==> config.mk <==
export PLATFORM = sky130hd
export DESIGN_NAME = branch_update_queue_flat
export DESIGN_NICKNAME = d
export VERILOG_FILES = /design/src/rtl/branch_update_queue_if.sv /design/src/rtl/branch_update_queue.sv /design/src/flat_wrapper.sv
export SDC_FILE = /design/constraint.sdc
export NUM_CORES = 1
export LEC_CHECK = 0
export ABC_AREA = 1
export BUFFER_PORTS_ARGS = -buffer_cell sky130_fd_sc_hd__buf_2
export CAP_MARGIN = 20
export CORE_MARGIN = 10
export CORE_UTILIZATION = 50
export DETAILED_ROUTE_END_ITERATION = 12
export PLACE_DENSITY = 0.76
export SETUP_SLACK_MARGIN = 0.05
export SYNTH_ARGS = -nofsm -noshare
export SYNTH_HDL_FRONTEND = slang
export SYNTH_SLANG_ARGS = --single-unit
==> constraint.sdc <==
create_clock -name clk -period 2.52 [get_ports clk]
set_clock_uncertainty 0.15 [all_clocks]
set_input_delay 0.252 -clock clk [delete_from_list [all_inputs] [get_ports clk]]
set_output_delay 0.252 -clock clk [all_outputs]
set_load 0.005 [all_outputs]
==> src/rtl/branch_update_queue_if.sv <==
// Handshake bundle between branch prediction/resolution and the update queue.
// master: fetch/execute side driving pushes and resolves; slave: the queue itself.
interface branch_update_queue_if #(
  parameter int unsigned DEPTH = 4,
  parameter int unsigned IDX_W = 10
);
  localparam int unsigned CNT_W = $clog2(DEPTH) + 1;

  logic             push_valid;
  logic             push_ready;
  logic [IDX_W-1:0] push_idx;
  logic             push_pred1;
  logic             push_pred2;
  logic             push_sel;
  logic             res_valid;
  logic             res_taken;
  logic             upd_valid;
  logic [IDX_W-1:0] upd_idx;
  logic             upd_taken;
  logic             upd_ok1;
  logic             upd_ok2;
  logic             flush;
  logic [CNT_W-1:0] count;
  logic             err_underflow;

  modport master (
    output push_valid, push_idx, push_pred1, push_pred2, push_sel, res_valid, res_taken,
    input  push_ready, upd_valid, upd_idx, upd_taken, upd_ok1, upd_ok2, flush, count,
           err_underflow
  );

  modport slave (
    input  push_valid, push_idx, push_pred1, push_pred2, push_sel, res_valid, res_taken,
    output push_ready, upd_valid, upd_idx, upd_taken, upd_ok1, upd_ok2, flush, count,
           err_underflow
  );
endinterface

==> src/rtl/branch_update_queue.sv <==
// In-order queue of predicted conditional branches. Resolving the oldest entry produces a
// registered training update for both PHTs and the chooser, and a flush pulse on mispredict
// that squashes every younger (wrong-path) entry.
module branch_update_queue #(
  parameter int unsigned DEPTH = 4,
  parameter int unsigned IDX_W = 10
) (
  input logic                  clk,
  input logic                  rst,
  branch_update_queue_if.slave bus
);
  localparam int unsigned PTR_W = $clog2(DEPTH);
  localparam int unsigned CNT_W = PTR_W + 1;

  // Entry storage; contents are qualified by count, so no reset is needed.
  logic [IDX_W-1:0] idx_mem   [DEPTH];
  logic             pred1_mem [DEPTH];
  logic             pred2_mem [DEPTH];
  logic             sel_mem   [DEPTH];

  logic [PTR_W-1:0] rd_ptr_q, rd_ptr_d;
  logic [PTR_W-1:0] wr_ptr_q, wr_ptr_d;
  logic [CNT_W-1:0] count_q, count_d;

  logic             upd_valid_q;
  logic [IDX_W-1:0] upd_idx_q;
  logic             upd_taken_q;
  logic             upd_ok1_q;
  logic             upd_ok2_q;
  logic             flush_q;
  logic             err_underflow_q;

  logic             push_ready;
  logic             empty;
  logic             do_res;
  logic             do_push;
  logic             final_pred;
  logic             mispredict;
  logic             head_pred1;
  logic             head_pred2;
  logic             head_sel;
  logic [IDX_W-1:0] head_idx;

  assign push_ready = (count_q != CNT_W'(DEPTH));
  assign empty      = (count_q == '0);

  // Decode resolve/push and compute next pointer and occupancy state.
  always_comb begin
    head_idx   = idx_mem[rd_ptr_q];
    head_pred1 = pred1_mem[rd_ptr_q];
    head_pred2 = pred2_mem[rd_ptr_q];
    head_sel   = sel_mem[rd_ptr_q];
    final_pred = head_sel ? head_pred2 : head_pred1;
    do_res     = bus.res_valid && !empty;
    mispredict = do_res && (final_pred != bus.res_taken);
    // A push racing a mispredict is on the wrong path and is dropped.
    do_push    = bus.push_valid && push_ready && !mispredict;

    rd_ptr_d = rd_ptr_q;
    wr_ptr_d = wr_ptr_q;
    count_d  = count_q;

    if (do_res) begin
      rd_ptr_d = rd_ptr_q + 1'b1;
    end

    if (mispredict) begin
      wr_ptr_d = rd_ptr_q + 1'b1;
      count_d  = '0;
    end else begin
      if (do_push) begin
        wr_ptr_d = wr_ptr_q + 1'b1;
      end
      count_d = count_q + {{PTR_W{1'b0}}, do_push} - {{PTR_W{1'b0}}, do_res};
    end
  end

  // Pointer, occupancy and registered update/flush outputs.
  always_ff @(posedge clk or posedge rst) begin
    if (rst) begin
      rd_ptr_q        <= '0;
      wr_ptr_q        <= '0;
      count_q         <= '0;
      upd_valid_q     <= 1'b0;
      upd_idx_q       <= '0;
      upd_taken_q     <= 1'b0;
      upd_ok1_q       <= 1'b0;
      upd_ok2_q       <= 1'b0;
      flush_q         <= 1'b0;
      err_underflow_q <= 1'b0;
    end else begin
      rd_ptr_q    <= rd_ptr_d;
      wr_ptr_q    <= wr_ptr_d;
      count_q     <= count_d;
      upd_valid_q <= do_res;
      flush_q     <= mispredict;
      // Index and correctness hold between updates.
      if (do_res) begin
        upd_idx_q   <= head_idx;
        upd_taken_q <= bus.res_taken;
        upd_ok1_q   <= (head_pred1 == bus.res_taken);
        upd_ok2_q   <= (head_pred2 == bus.res_taken);
      end
      if (bus.res_valid && empty) begin
        err_underflow_q <= 1'b1;
      end
    end
  end

  // Write the accepted prediction into the tail slot.
  always_ff @(posedge clk) begin
    if (do_push) begin
      idx_mem[wr_ptr_q]   <= bus.push_idx;
      pred1_mem[wr_ptr_q] <= bus.push_pred1;
      pred2_mem[wr_ptr_q] <= bus.push_pred2;
      sel_mem[wr_ptr_q]   <= bus.push_sel;
    end
  end

  assign bus.push_ready    = push_ready;
  assign bus.upd_valid     = upd_valid_q;
  assign bus.upd_idx       = upd_idx_q;
  assign bus.upd_taken     = upd_taken_q;
  assign bus.upd_ok1       = upd_ok1_q;
  assign bus.upd_ok2       = upd_ok2_q;
  assign bus.flush         = flush_q;
  assign bus.count         = count_q;
  assign bus.err_underflow = err_underflow_q;

endmodule

==> src/flat_wrapper.sv <==
// flat-port wrapper written by rule: the top's interface ports become plain ports
module branch_update_queue_flat 
#(
  parameter int unsigned DEPTH = 4,
  parameter int unsigned IDX_W = 10
)
  (clk, rst, bus_push_valid, bus_push_idx, bus_push_pred1, bus_push_pred2, bus_push_sel, bus_res_valid, bus_res_taken, bus_push_ready, bus_upd_valid, bus_upd_idx, bus_upd_taken, bus_upd_ok1, bus_upd_ok2, bus_flush, bus_count, bus_err_underflow);
  branch_update_queue_if #(.DEPTH(DEPTH), .IDX_W(IDX_W)) bus_i ();
  input logic clk;
  input logic rst;
  input wire logic [$bits(bus_i.push_valid)-1:0] bus_push_valid;
  input wire logic [$bits(bus_i.push_idx)-1:0] bus_push_idx;
  input wire logic [$bits(bus_i.push_pred1)-1:0] bus_push_pred1;
  input wire logic [$bits(bus_i.push_pred2)-1:0] bus_push_pred2;
  input wire logic [$bits(bus_i.push_sel)-1:0] bus_push_sel;
  input wire logic [$bits(bus_i.res_valid)-1:0] bus_res_valid;
  input wire logic [$bits(bus_i.res_taken)-1:0] bus_res_taken;
  output wire logic [$bits(bus_i.push_ready)-1:0] bus_push_ready;
  output wire logic [$bits(bus_i.upd_valid)-1:0] bus_upd_valid;
  output wire logic [$bits(bus_i.upd_idx)-1:0] bus_upd_idx;
  output wire logic [$bits(bus_i.upd_taken)-1:0] bus_upd_taken;
  output wire logic [$bits(bus_i.upd_ok1)-1:0] bus_upd_ok1;
  output wire logic [$bits(bus_i.upd_ok2)-1:0] bus_upd_ok2;
  output wire logic [$bits(bus_i.flush)-1:0] bus_flush;
  output wire logic [$bits(bus_i.count)-1:0] bus_count;
  output wire logic [$bits(bus_i.err_underflow)-1:0] bus_err_underflow;
  assign bus_i.push_valid = bus_push_valid;
  assign bus_i.push_idx = bus_push_idx;
  assign bus_i.push_pred1 = bus_push_pred1;
  assign bus_i.push_pred2 = bus_push_pred2;
  assign bus_i.push_sel = bus_push_sel;
  assign bus_i.res_valid = bus_res_valid;
  assign bus_i.res_taken = bus_res_taken;
  assign bus_push_ready = bus_i.push_ready;
  assign bus_upd_valid = bus_i.upd_valid;
  assign bus_upd_idx = bus_i.upd_idx;
  assign bus_upd_taken = bus_i.upd_taken;
  assign bus_upd_ok1 = bus_i.upd_ok1;
  assign bus_upd_ok2 = bus_i.upd_ok2;
  assign bus_flush = bus_i.flush;
  assign bus_count = bus_i.count;
  assign bus_err_underflow = bus_i.err_underflow;
  branch_update_queue #(.DEPTH(DEPTH), .IDX_W(IDX_W)) u_core (.clk(clk), .rst(rst), .bus(bus_i));
endmodule
==> flow_summary.yaml, run 1 <==
routing:
  num_vias: 2145
  wl_per_cell_um: 14.8
  antenna_left: 0
  wirelength_mm: 6.40
  routed_via_density: 4.95
  drtPass1Iterations: 4
  drc_errors: 0
  drtIter0Drc: 119
layout:
  diodes: 0
  seq_area_um2: 2140
  drive_gt1_share_pct: 29.6
  multi_input_area_um2: 857
  fin_nets: 378
  fill_cells: 454
  syn_to_final_growth_pct: 25.9
logic_synthesis:
  syn_area_um2: 3110
  synth-seq-cells: 75
  synth_cells: 275
  synth_area_per_cell_um2: 11.3
  yosys_warnings: 0
  ys_types: 24
  syn_nets: 300
  synth.yosys.seq_area_share_pct: 68.7
timing:
  relSlewSlack_pct: 78.9
  fin_ws_ns: 0.146
  setup_violations: 0
  worst_hold_slack_ns: 0.0695
  setup_tns_ns: 0
  tightest_slew_ns: 0.317
  timing.final.crit_share_pct: 94.2
  hold_viol_final: 0
  final-max-slew-violation-count: 0
  fmax_mhz: 421
  fin_crit_ns: 2.37
global_route:
  grt_pass1_vias: 2230
  antenna_found_initial: 0
  grt_pass1_wl_mm: 10.4
  grt_max_degree: 30
  grt_usage_pct: 13.2
  overflow: 0
status:
  run_status: "complete, no violations"
placement:
  dp_slack_ns: 0.0252
  io_buffers: 37
  gp_congestion: 0.823
  hpwl_mm: 3.91
floorplanning:
  initial_utilization_pct: 51.9
  dieHeight_um: 98.9
  die-area_um2: 9780
  core_area_um2: 5990
  io_pins: 38
  rows: 28
  die_w_um: 98.9
clocking:
  clock_latency_ns: 0.34
  tritoncts: "built"
  numCtsBuffers: 9
  htree_levels: 3
  clkTransAtPathRegs_ns: 0.07
  clk_path_buf_depth: 2
  root_buffer: "clkbuf_8"
  cts_sinks: 75
worst_setup_path:
  slowest_delay_ns: 0.47
  path_cells: "inv_4, nand2_1, nand3_1, nand2_2, inv_2, nand2_2, nand3_4, nand3_4, nand2_4, inv_1, ha_2, inv_2, fa_2, or2_1, inv_1"
  path_class: "flip-flop to flip-flop"
  crit_path_end_kind: "flip-flop"
  worstPathRequired_ns: 2.66
  arrival_ns: 2.51
  critPathSlowestCell: "dfrtp_2"
  startpoint_type: "flip-flop"
  cp_max_fo: 7
flow_run:
  cap_violations: 0
power:
  cellPowerDensity_nw_per_um2: 1140
  power.leakage_nw: 1.67
  peakVddDrop_mv: 0.569
worst_hold_path:
  hp-class: "input port to flip-flop"
[registers in the layout, indices dropped and copies added, names as in the netlist, 2 cells and up]
signal,count
u_core.idx_mem,40
u_core.bus.upd_idx,10
u_core.pred1_mem,4
u_core.pred2_mem,4
u_core.sel_mem,4
u_core.bus.count,3
u_core.rd_ptr_q,2
u_core.wr_ptr_q,2
[worst max-delay path: cells and delay by family, from the launching register on]
kind          cells  cell delay, ns
fa+ha+maj         2            0.57
buf+inv           5            0.32
flops             1            0.47
simple gates      8            0.81
[layout by cell type (no fill, tap or decap), drive strengths merged, types with 2 or more instances in the layout]
| master | Yosys | routed |
|---|---|---|
| inv | 37 | 37 |
| ha | 6 | 6 |
| xor2 | 2 | 2 |
| nand2 | 30 | 30 |
| nand4 | 2 | 2 |
| dlygate4sd3 | 0 | 14 |
| a31oi | 10 | 10 |
| nor2 | 54 | 54 |
| clkinv | 0 | 4 |
| edfxtp | 52 | 52 |
| o21ai | 23 | 23 |
| dfrtp | 23 | 23 |
| nand3 | 22 | 22 |
| buf | 3 | 63 |
| clkbuf | 7 | 11 |
[final cells by class]
| cell class | count | share of cell area [%] |
|---|---|---|
| clock buffers | 11 | 3.35 |
| clock inverters | 5 | 0.767 |
| inverters | 37 | 3.61 |
| multi-input cells | 153 | 21.9 |
| flip-flops and latches | 75 | 54.6 |
| well taps | 75 | 2.40 |
| repair buffers | 77 | 13.4 |
[what timing repair did]
item,4_1_cts,5_1_grt
setup endpoints to repair,2,2
hold endpoints to repair,75,0
pin swaps,0,6
hold buffers,14,0
resized for setup,2,17
buffers inserted,0,13
[where the power goes]
group	internal, mW	switching (mW)
clock	0.353	0.419
combinational	0.776	1.08
sequential	1.68	0.168
total	2.81	1.66
[stage by stage]
step                      power, mW  instance area, um2  util, %  cells
final                          4.47                3920     65.4    433
after global routing           4.85                3920     65.4    433
after CTS                      4.25                3770     62.9    420
after detailed placement       3.46                3460     57.8    390
after global placement         3.41                3460     57.8    390
after floorplan                2.94                3150        -    275
[logic make-up (layout without fill, tap and decap cells)]
| family | count (synthesis) | count (layout) | share of synthesized area [%] |
|---|---|---|---|
| and+or+nand+nor | 109 | 109 | 15.2 |
| DFF | 75 | 75 | 68.7 |
| buffers and inverters | 47 | 130 | 6.07 |
| AOI/OAI and AO/OA | 34 | 34 | 6.15 |
| adders and majority gates | 7 | 7 | 3.06 |
| xor gates and xnor gates | 3 | 3 | 0.845 |
[synthesized netlist by cell type]
cell | n | area share, %
buf_6 | 1 | 0.36
clkbuf_1 | 7 | 0.84
xor2_1 | 2 | 0.56
a41o_1 | 1 | 0.32
buf_2 | 2 | 0.32
nand4_1 | 2 | 0.40
nor2_1 | 54 | 6.5
edfxtp_1 | 52 | 50
fa_1 | 1 | 0.64
o21ai_2 | 1 | 0.28
inv_1 | 33 | 4.0
nand3_4 | 1 | 0.56
inv_2 | 3 | 0.36
xnor2_1 | 1 | 0.28
nand3_1 | 19 | 3.1
inv_4 | 1 | 0.20
a31oi_1 | 10 | 2.0
dfrtp_1 | 23 | 19
o21ai_0 | 22 | 3.5
nand3_2 | 2 | 0.64
ha_1 | 6 | 2.4
nand2_1 | 28 | 3.4
or2_1 | 1 | 0.20
nand2_2 | 2 | 0.40
[worst paths after layout]
kind                       slack [ns]  cells after the start                  endpoint                     start
hold reg to reg                  0.32                      1  u_core.bus.err_underflow  u_core.bus.err_underflow
setup / recovery                 0.15                     15       u_core.bus.count[1]        u_core.rd_ptr_q[0]
max in group asynchronous        1.61                      4        u_core.rd_ptr_q[0]                       rst
setup reg to reg                 0.15                     15       u_core.bus.count[1]        u_core.rd_ptr_q[0]
min in group asynchronous        0.35                      4        u_core.bus.upd_ok2                       rst
hold / removal                   0.07                      2  u_core.bus.err_underflow             bus_res_valid
[metal layers]
metal | global-route usage (%) | share of wire (%)
met1 | 15.0 | 43
met2 | 21.7 | 48
met3 | 5.38 | 5.9
met4 | 5.07 | 2.9
met5 | 0 | 0
(Power assumes the default switching activity.)
==> run 2, diff against run 1 <==
Settings changed: PLACE_DENSITY 0.76 to 0.73.
==> run 2 against run 1 <==
Net effect:
- routed wire length is 0.67% lower
- first-iteration DRC count is 41% lower
- critical path depth stayed put
- critical path type unchanged
==> flow_summary.yaml, run 2 (synthesized netlist as in run 1, its figures left out) <==
status:
  run_status: "complete, no violations"
layout:
  top_register: "u_core.idx_mem"
  final_common_cell: "nor2_1"
  seq_area_um2: 2140
  fin_area_um2: 3900
  syn_to_final_growth_pct: 25.3
  largest_reg_flops: 40
  drive_gt1_share_pct: 27.1
  final_cell_mix: "nor2_1 (54), edfxtp_1 (52), buf_2 (37)"
  diodes: 0
  fin_nets: 371
  fill_cells: 439
  multi_input_area_um2: 837
  post-route-util_pct: 65.1
clocking:
  htree_levels: 3
  numCtsBuffers: 9
  clkTransAtPathRegs_ns: 0.08
  clock_latency_ns: 0.34
  clk_path_buf_depth: 2
  root_buffer: "clkbuf_8"
  cts_sinks: 75
  tritoncts: "built"
routing:
  drc_errors: 0
  antenna_left: 0
  drtPass1Iterations: 4
  routed_via_density: 4.98
  wirelength_mm: 6.36
  wl_per_cell_um: 14.9
  num_vias: 2120
  drtIter0Drc: 70
worst_setup_path:
  worstPathRequired_ns: 2.66
  arrival_ns: 2.49
  crit_path_end_kind: "flip-flop"
  path_class: "flip-flop to flip-flop"
  startpoint_type: "flip-flop"
  cp_max_fo: 6
  rr_worst_depth: 15
timing:
  relSlewSlack_pct: 37.1
  final-max-slew-violation-count: 0
  hold_viol_final: 0
  setup_tns_ns: 0
  fmax_mhz: 425
  timing.final.crit_share_pct: 93.5
  tightest_slew_ns: 0.943
  worst_hold_slack_ns: 0.0696
  rsz0062_at_grt: "false"
  fin_ws_ns: 0.165
  setup_violations: 0
  fin_crit_ns: 2.36
global_route:
  grt_max_degree: 29
  antenna_found_initial: 0
  grt_pass1_wl_mm: 10.2
  overflow: 0
  grt_usage_pct: 13.0
  grt_pass1_vias: 2130
power:
  cellPowerDensity_nw_per_um2: 1180
  power.leakage_nw: 1.66
  peakVddDrop_mv: 0.635
floorplanning:
  die-area_um2: 9780
  initial_utilization_pct: 51.9
  die_w_um: 98.9
  dieHeight_um: 98.9
  rows: 28
  core_area_um2: 5990
  io_pins: 38
placement:
  gp_congestion: 0.826
  io_buffers: 37
  hpwl_mm: 4.04
  placed_area_um2: 3460
  dp_slack_ns: 0.0607
worst_hold_path:
  hold_depth: 3
  hp-class: "input port to flip-flop"
flow_run:
  cap_violations: 0
run 2: cell type report:
class / count / area share, %
flip-flops and latches: 75 / 54.8
multi-input cells: 153 / 21.5
repair buffers: 70 / 12.1
inverters: 37 / 3.63
clock buffers: 10 / 3.27
well taps: 75 / 2.41
clock inverters: 6 / 2.28
run 2: critical path, stage by stage, from the launching register on:
cell	delay, ns
dfrtp_2	0.47
buf_6	0.14
nand2_2	0.06
nand3_2	0.07
nand2_2	0.10
inv_2	0.05
nand2_2	0.05
nand3_2	0.11
nand3_4	0.11
nand2_4	0.06
inv_2	0.05
ha_2	0.16
inv_2	0.03
fa_1	0.42
or2_1	0.23
inv_1	0.05
run 2: worst paths after layout:
| path | endpoint | slack (ns) | startpoint |
|---|---|---|---|
| worst max-delay path | u_core.bus.count[1] | 0.16 | u_core.rd_ptr_q[0] |
| worst min-delay path | u_core.bus.upd_valid | 0.07 | bus_res_valid |
| worst max register to register | u_core.bus.count[1] | 0.16 | u_core.rd_ptr_q[0] |
| worst min register to register | u_core.bus.err_underflow | 0.31 | u_core.bus.err_underflow |
| max in group asynchronous | u_core.rd_ptr_q[0] | 1.07 | rst |
| min in group asynchronous | u_core.bus.upd_taken | 0.51 | rst |
run 2: timing repair:
action | 4_1_cts | 5_1_grt
gates resized for setup | 1 | 12
endpoints found under the setup margin | 1 | 2
hold buffers | 14 | 0
buffers inserted | 0 | 6
pin swaps | 0 | 6
hold endpoints to repair | 64 | 0
run 2: through the flow:
step / power [mW] / instances
6_report: 4.59 / 426
5_1_grt: 4.94 / 426
4_1_cts: 4.51 / 420
3_5_place_dp: 3.49 / 390
3_3_place_gp: 3.42 / 390
2_1_floorplan: 2.94 / 275
run 2: metal layers:
| layer | global-route usage [%] | part of all wire [%] | up-vias |
|---|---|---|---|
| li1 | - | - | 1062 |
| met1 | 14.3 | 41 | 981 |
| met2 | 21.6 | 49 | 59 |
| met3 | 4.40 | 7.2 | 18 |
| met4 | 7.50 | 2.9 | 0 |
| met5 | 0 | 0 | - |
run 2: power breakdown:
group / switching (mW) / internal (mW) / leakage, nW
Clock: 0.439 / 0.559 / 0.103
Sequential: 0.169 / 1.68 / 0.740
Combinational: 1.04 / 0.711 / 0.816
Total: 1.65 / 2.95 / 1.66
